--- src/rtl/keypad_pin_entry.sv ---
// keypad_pin_entry: 4x4 matrix keypad scanner with press/release debounce,
// PIN entry buffer, display mirror and valid/ready PIN delivery.
//
// Optional feature macro: KEYPAD_TIMEOUT_EN (idle clear of partial entries).
//
// Ports:
//   clk_500Hz, rst_n     scan clock, async active-low reset
//   enable               keypad operational when high
//   JC_cols / JC_rows    active-low column sense / one-hot active-low row drive
//   key_event, key_code  one-cycle pulse per accepted press, with its code
//   pin_data, pin_valid  completed PIN (first digit in MSB nibble), valid flag
//   pin_ready            consumer accept
//   disp_digits          partial entry, unentered slots 4'hF
//   entry_err, timeout   one-cycle pulses on rejected key / idle clear
module keypad_pin_entry #(
  parameter int unsigned PIN_LEN      = 4,
  parameter int unsigned DEBOUNCE_CYC = 20,
  parameter int unsigned TIMEOUT_CYC  = 5000
) (
  input  logic                   clk_500Hz,
  input  logic                   rst_n,
  input  logic                   enable,
  input  logic [3:0]             JC_cols,
  output logic [3:0]             JC_rows,
  output logic                   key_event,
  output logic [3:0]             key_code,
  output logic [4*PIN_LEN-1:0]   pin_data,
  output logic                   pin_valid,
  input  logic                   pin_ready,
  output logic [4*PIN_LEN-1:0]   disp_digits,
  output logic                   entry_err,
  output logic                   timeout
);

  localparam int unsigned CNT_W  = $clog2(PIN_LEN + 1);
  localparam int unsigned DEB_W  = 16;
  localparam logic [3:0]  K_NONE  = 4'hF;
  localparam logic [3:0]  K_CLEAR = 4'hA;
  localparam logic [3:0]  K_ENTER = 4'hB;
  localparam logic [3:0]  K_DEL   = 4'hC;

  // Elaboration-time parameter range guard
  if (PIN_LEN < 1 || PIN_LEN > 8 || DEBOUNCE_CYC < 1 || DEBOUNCE_CYC > 65535 ||
      TIMEOUT_CYC < 1) begin : g_bad_param
    $error("keypad_pin_entry: parameter out of range");
  end

  typedef enum logic [1:0] {S_SCAN, S_DEBOUNCE, S_HELD} state_t;

  state_t                    state_q, state_d;
  logic [3:0]                cols_q, sample_row_q;
  logic [3:0]                pat_q, pat_d, pend_q, pend_d, rows_d, code_d;
  logic [DEB_W-1:0]          deb_q, deb_d;
  logic                      key_event_d;
  logic [PIN_LEN-1:0][3:0]   buf_q, buf_d;
  logic [CNT_W-1:0]          count_q, count_d;
  logic [4*PIN_LEN-1:0]      pin_data_d, disp_d;
  logic                      pin_valid_d, err_d, timeout_d;
  logic                      sample_ok;
`ifdef KEYPAD_TIMEOUT_EN
  localparam int unsigned IDLE_W = $clog2(TIMEOUT_CYC + 1);
  logic [IDLE_W-1:0]         idle_q, idle_d;
`endif

  // Map (driven row, column pattern) to a key code; anything ambiguous is NONE
  function automatic logic [3:0] decode(input logic [3:0] row, input logic [3:0] pat);
    logic [1:0] r, c;
    logic       ok;
    logic [3:0] code;
    ok = 1'b1;
    r  = 2'd0;
    c  = 2'd0;
    case (row)
      4'b1110: r = 2'd0;
      4'b1101: r = 2'd1;
      4'b1011: r = 2'd2;
      4'b0111: r = 2'd3;
      default: ok = 1'b0;
    endcase
    case (pat)
      4'b1110: c = 2'd0;
      4'b1101: c = 2'd1;
      4'b1011: c = 2'd2;
      4'b0111: c = 2'd3;
      default: ok = 1'b0;
    endcase
    case ({r, c})
      4'h0: code = 4'h1;
      4'h1: code = 4'h4;
      4'h2: code = 4'h7;
      4'h3: code = 4'h0;
      4'h4: code = 4'h2;
      4'h5: code = 4'h5;
      4'h6: code = 4'h8;
      4'h8: code = 4'h3;
      4'h9: code = 4'h6;
      4'hA: code = 4'h9;
      4'hB: code = K_ENTER;
      4'hE: code = K_CLEAR;
      4'hF: code = K_DEL;
      default: code = K_NONE;
    endcase
    return ok ? code : K_NONE;
  endfunction

  // A column sample is only meaningful if taken while the currently held row was driven
  assign sample_ok = (sample_row_q == JC_rows);

  // Scan / debounce next-state and outputs
  always_comb begin
    state_d     = state_q;
    rows_d      = JC_rows;
    deb_d       = deb_q;
    pat_d       = pat_q;
    pend_d      = pend_q;
    key_event_d = 1'b0;
    code_d      = key_code;
    if (!enable) begin
      state_d = S_SCAN;
      rows_d  = 4'hF;
      deb_d   = '0;
    end else begin
      case (state_q)
        S_SCAN: begin
          deb_d = '0;
          if (cols_q != 4'hF && sample_row_q != 4'hF) begin
            // Rows already moved on; step back to the row the press was seen on
            rows_d  = sample_row_q;
            pat_d   = cols_q;
            pend_d  = decode(sample_row_q, cols_q);
            state_d = S_DEBOUNCE;
          end else if (JC_rows == 4'hF) begin
            rows_d = 4'hE;
          end else begin
            rows_d = {JC_rows[2:0], JC_rows[3]};
          end
        end
        S_DEBOUNCE: begin
          if (sample_ok) begin
            if (cols_q == pat_q) begin
              if (deb_q + DEB_W'(1) == DEB_W'(DEBOUNCE_CYC)) begin
                deb_d   = '0;
                state_d = S_HELD;
                if (pend_q != K_NONE) begin
                  key_event_d = 1'b1;
                  code_d      = pend_q;
                end
              end else begin
                deb_d = deb_q + DEB_W'(1);
              end
            end else begin
              deb_d   = '0;
              state_d = S_SCAN;
            end
          end
        end
        S_HELD: begin
          if (sample_ok) begin
            if (cols_q == 4'hF) begin
              if (deb_q + DEB_W'(1) == DEB_W'(DEBOUNCE_CYC)) begin
                deb_d   = '0;
                state_d = S_SCAN;
              end else begin
                deb_d = deb_q + DEB_W'(1);
              end
            end else begin
              deb_d = '0;
            end
          end
        end
        default: state_d = S_SCAN;
      endcase
    end
  end

  // Entry buffer, PIN handshake, display and optional idle clear
  always_comb begin
    buf_d       = buf_q;
    count_d     = count_q;
    pin_valid_d = pin_valid;
    pin_data_d  = pin_data;
    err_d       = 1'b0;
    timeout_d   = 1'b0;
    disp_d      = '1;
    if (pin_valid && pin_ready) pin_valid_d = 1'b0;
    if (!enable) begin
      count_d = '0;
    end else if (key_event) begin
      if (key_code <= 4'd9) begin
        if (count_q == CNT_W'(PIN_LEN)) begin
          err_d = 1'b1;
        end else begin
          for (int i = 0; i < PIN_LEN; i++)
            if (CNT_W'(i) == count_q) buf_d[i] = key_code;
          count_d = count_q + CNT_W'(1);
        end
      end else if (key_code == K_CLEAR) begin
        count_d = '0;
      end else if (key_code == K_DEL) begin
        if (count_q != '0) count_d = count_q - CNT_W'(1);
      end else if (key_code == K_ENTER && !pin_valid) begin
        if (count_q == CNT_W'(PIN_LEN)) begin
          for (int i = 0; i < PIN_LEN; i++)
            pin_data_d[4*(PIN_LEN-1-i) +: 4] = buf_q[i];
          pin_valid_d = 1'b1;
          count_d     = '0;
        end else begin
          err_d = 1'b1;
        end
      end
    end
`ifdef KEYPAD_TIMEOUT_EN
    idle_d = idle_q;
    if (!enable || key_event || count_q == '0) begin
      idle_d = '0;
    end else if (idle_q == IDLE_W'(TIMEOUT_CYC - 1)) begin
      idle_d    = '0;
      count_d   = '0;
      timeout_d = 1'b1;
    end else begin
      idle_d = idle_q + IDLE_W'(1);
    end
`endif
    for (int i = 0; i < PIN_LEN; i++)
      if (CNT_W'(i) < count_d) disp_d[4*(PIN_LEN-1-i) +: 4] = buf_d[i];
  end

  // State and output registers
  always_ff @(posedge clk_500Hz or negedge rst_n) begin
    if (!rst_n) begin
      state_q      <= S_SCAN;
      cols_q       <= 4'hF;
      sample_row_q <= 4'hF;
      pat_q        <= 4'hF;
      pend_q       <= K_NONE;
      deb_q        <= '0;
      JC_rows      <= 4'b1110;
      key_event    <= 1'b0;
      key_code     <= K_NONE;
      buf_q        <= '1;
      count_q      <= '0;
      pin_data     <= '0;
      pin_valid    <= 1'b0;
      disp_digits  <= '1;
      entry_err    <= 1'b0;
      timeout      <= 1'b0;
`ifdef KEYPAD_TIMEOUT_EN
      idle_q       <= '0;
`endif
    end else begin
      state_q      <= state_d;
      cols_q       <= JC_cols;
      sample_row_q <= JC_rows;
      pat_q        <= pat_d;
      pend_q       <= pend_d;
      deb_q        <= deb_d;
      JC_rows      <= rows_d;
      key_event    <= key_event_d;
      key_code     <= code_d;
      buf_q        <= buf_d;
      count_q      <= count_d;
      pin_data     <= pin_data_d;
      pin_valid    <= pin_valid_d;
      disp_digits  <= disp_d;
      entry_err    <= err_d;
      timeout      <= timeout_d;
`ifdef KEYPAD_TIMEOUT_EN
      idle_q       <= idle_d;
`endif
    end
  end

endmodule

--- config.mk ---
export PLATFORM = sky130hd
export DESIGN_NAME = keypad_pin_entry
export DESIGN_NICKNAME = d
export VERILOG_FILES = /design/src/rtl/keypad_pin_entry.sv
export SDC_FILE = /design/constraint.sdc
export NUM_CORES = 1
export LEC_CHECK = 0
export CORE_MARGIN = 1
export CORE_UTILIZATION = 35
export DETAILED_ROUTE_END_ITERATION = 6
export GPL_ROUTABILITY_DRIVEN = 0
export GPL_TIMING_DRIVEN = 0
export PLACE_DENSITY = 0.65
export SLEW_MARGIN = 10
export SYNTH_ARGS = -nofsm -noshare
export SYNTH_HDL_FRONTEND = slang
export SYNTH_SLANG_ARGS = --single-unit
--- constraint.sdc ---
create_clock -name clk_500Hz -period 3 [get_ports clk_500Hz]
set_input_delay 0.6 -clock clk_500Hz [delete_from_list [all_inputs] [get_ports clk_500Hz]]
set_output_delay 0.6 -clock clk_500Hz [all_outputs]
set_load 0.02 [all_outputs]
==> results.ini, run 1 <==
[yosys]
ys_top_cells_by_area=dfstp_2, dfrtp_1, mux2_2, ha_1, nand2_1
syn-num-nets=488
synth_seq_cells=96
synth_top_family_by_area=simple AND/OR/NAND/NOR gates
synth_ff_type=dfstp_2
ys_seq_area_share_pct=50.5
synthSimpleGateAreaFrac_pct=17.4
synth_cell_types=55
synth_xor_area_share_pct=2.33
synth_top_area_share_pct=29.6
synth_largest_area_cell=dfstp_2
postSynthCellCount=464
synthMuxAreaShare_pct=10.3
ys_warn_count=0
ys_async_sr_fraction_pct=100
syn_avg_cell_area_um2=10.5
synth_enable_flop_cells=0
synth_compound_area_share_pct=11.4
syn_area_um2=4890
synthAdderAreaFrac_pct=4.30

[timing]
hold_violations=0
rsz0062_at_grt=false
finalCritPeriodShare_pct=90.2
fin_worst_skew_ns=0.00663
finalSetupTns_ns=0
whs_ns=0.291
maxSlewHeadroom_pct=49.4
fmax_mhz=370
period_minus_slack_ns=2.71
tightest_slew_ns=0.750
slew_viol_final=0
finalSetupViolations=0

[worst_setup_path]
worstPathMaxFanout=10
r2r_slack_ns=0.29
cp-end-kind=flop
crit_path_start_kind=flop
worstPathArrival_ns=2.95
worstReg2RegStart=sample_row_q[3]$_DFF_PN1_
critPathKind=reg -> reg
r2r_end=deb_q[9]$_DFFE_PN0P_
required_ns=3.24
rr_worst_depth=9

[drt]
wl_per_cell_um=14.3
vias=3610
drt-total-wl_mm=10.1
first_pass_iters=5
drt_iter0_drc=224
detail_route.vias_per_cell=5.11
drc=0
ant_nets=0

[global_routing]
grt_overflow=0
use_met2_pct=24.2
grt_first_pass_wirelength_mm=17.3
track_usage_pct=14.8
use_met3_pct=2.12
grtUsageMet1_pct=19.8
antenna_found_initial=0
top_usage_layer=met2
grt_max_degree=50
grt_pass1_vias=3566

[die]
fp.dieH_um=120
die-width_um=120
fp.dieArea_um2=14400
io_pins=52
coreArea_um2=13500
start_util_pct=36.3
rows=42

[cells_and_area]
final_cell_area_um2=5950
n_antenna_cell=0
fill_cells=1261
syn2layout_area_growth_pct=21.6
drive_above_1_share_pct=24.3
nets=549
ff_latch_area_um2=2470
multi_input_area_um2=2250

[pwr]
power_density_nw_per_um2=538
ir_drop_v=0.000314
p_leak_nw=2.44

[placement]
hpwl_mm=7.39
io_buffers=50
place_area_um2=5640

[clock_tree]
cts_max_path_buffers=2
cts_made_buffers=9
cts.sinks=96
cts_root_buf=clkbuf_16
clk-insertion-delay-late_ns=0.34
cts_max_level=3
cts_tree=done
cts_hold_repair.buffers=0
clkTransAtPathRegs_ns=0.07

[status]
run_status=finished, final reports clean

[job]
drv_cap=0

[min_path]
hold_class=in -> async

cell families after synthesis:
logic type	Yosys count
DFF	96
adders and majority gates	17
and+or+nand+nor	169
muxes	43
AOI/OAI and AO/OA	82
other	1
xor gates and xnor gates	13
buffers and inverters	43
power breakdown:
group / switching (mW) / internal, mW / leakage (nW)
logic: 0.341 / 0.227 / 1.15
registers: 0.0637 / 1.43 / 1.14
clock network: 0.485 / 0.651 / 0.143
layer usage:
metal  part of all wire, %  vias to the layer above
met5                     0                        -
met2                    49                       78
li1                      -                     1748
met3                   2.9                       12
met4                   1.7                        0
met1                    46                     1772
worst max-delay path, cell delays in order, from the launching register on:
cell and delay [ns]:
dfstp_2 0.52, clkbuf_1 0.31, xnor2_1 0.17, nand4_1 0.28
o211ai_1 0.35, o2111ai_2 0.30, clkbuf_1 0.33, o21ai_0 0.22
nand2_1 0.07, o31ai_1 0.06
worst max-delay path by stage:
stage / start / end / depth (start not counted)
floorplan: deb_q[0]$_DFFE_PN0P_ / state_q[0]$_DFFE_PN0P_ / 8
global placement: rst_n / pin_data[8]$_DFFE_PN0P_ / 1
detailed placement: sample_row_q[3]$_DFF_PN1_ / deb_q[9]$_DFFE_PN0P_ / 9
CTS: key_code[1]$_DFFE_PN1P_ / pin_data[13]$_DFFE_PN0P_ / 7
global route: sample_row_q[3]$_DFF_PN1_ / deb_q[9]$_DFFE_PN0P_ / 9
finish: sample_row_q[3]$_DFF_PN1_ / deb_q[9]$_DFFE_PN0P_ / 9
layout by cell type (no fill, tap or decap), types with 15 or more instances in the layout:
cell              n
dfstp_2          55
nand2_1          51
clkdlybuf4s50_1  49
dfrtp_1          41
mux2_2           32
nor2_1           27
o21ai_0          22
nand3_1          21
nand2b_1         20
inv_1            17
ha_1             16
clkbuf_1         15
cell usage after synthesis (5+ instances only):
cell      instances
nand3_1          21
nand4_1          10
or3_1             9
a21o_1            6
nand2_1          51
dfrtp_1          41
and3_1            5
mux2_1            5
nand2b_1         20
xor2_1            6
buf_2             8
clkbuf_1         16
o211ai_1          6
a21oi_1          13
ha_1             16
xnor2_1           7
mux2_2           32
inv_1            17
or2_2             5
nor2_1           27
dfstp_2          55
o21ai_0          22
o22ai_1           6
through the flow:
step	setup WS (ns)	utilization, %	power, mW	std cells
after global placement	-2.07	41.7	2.05	690
final	0.295	44.2	3.20	706
after CTS	0.0870	44.2	3.22	708
after detailed placement	-0.0956	41.9	2.07	691
after global routing	0.0545	44.2	3.36	706
after floorplan	0.588	-	1.89	464
final cells by class:
cell class	instances	share of cell area, %
sequential	96	41.6
multi-input combinational	325	37.9
timing repair buffer	52	8.96
clock buffer	10	3.85
tap	176	3.70
buffer	24	1.81
clock inverter	6	1.16
inverter	17	1.07
registers in the layout, indices dropped and copies added, names as in the netlist:
register      count
JC_rows           4
buf_q            16
cols_q            4
count_q           3
deb_q            16
disp_digits      16
entry_err         1
key_code          4
key_event         1
pat_q             4
pend_q            4
pin_data         16
pin_valid         1
sample_row_q      4
state_q           2
timing repair:
action | CTS | global route
endpoints found under the setup margin | 3 | 11
gates resized for setup | 0 | 2
setup buffers | 1 | 0
pin swaps | 1 | 0
(Power assumes the default switching activity.)
==> inputs of run 2 (changes only) <==
- CAP_MARGIN: not set -> 20
- CTS_CLUSTER_DIAMETER: not set -> 150
==> results of run 2 <==
Same layout as run 1: the final DEF is identical, and so are final timing and power.
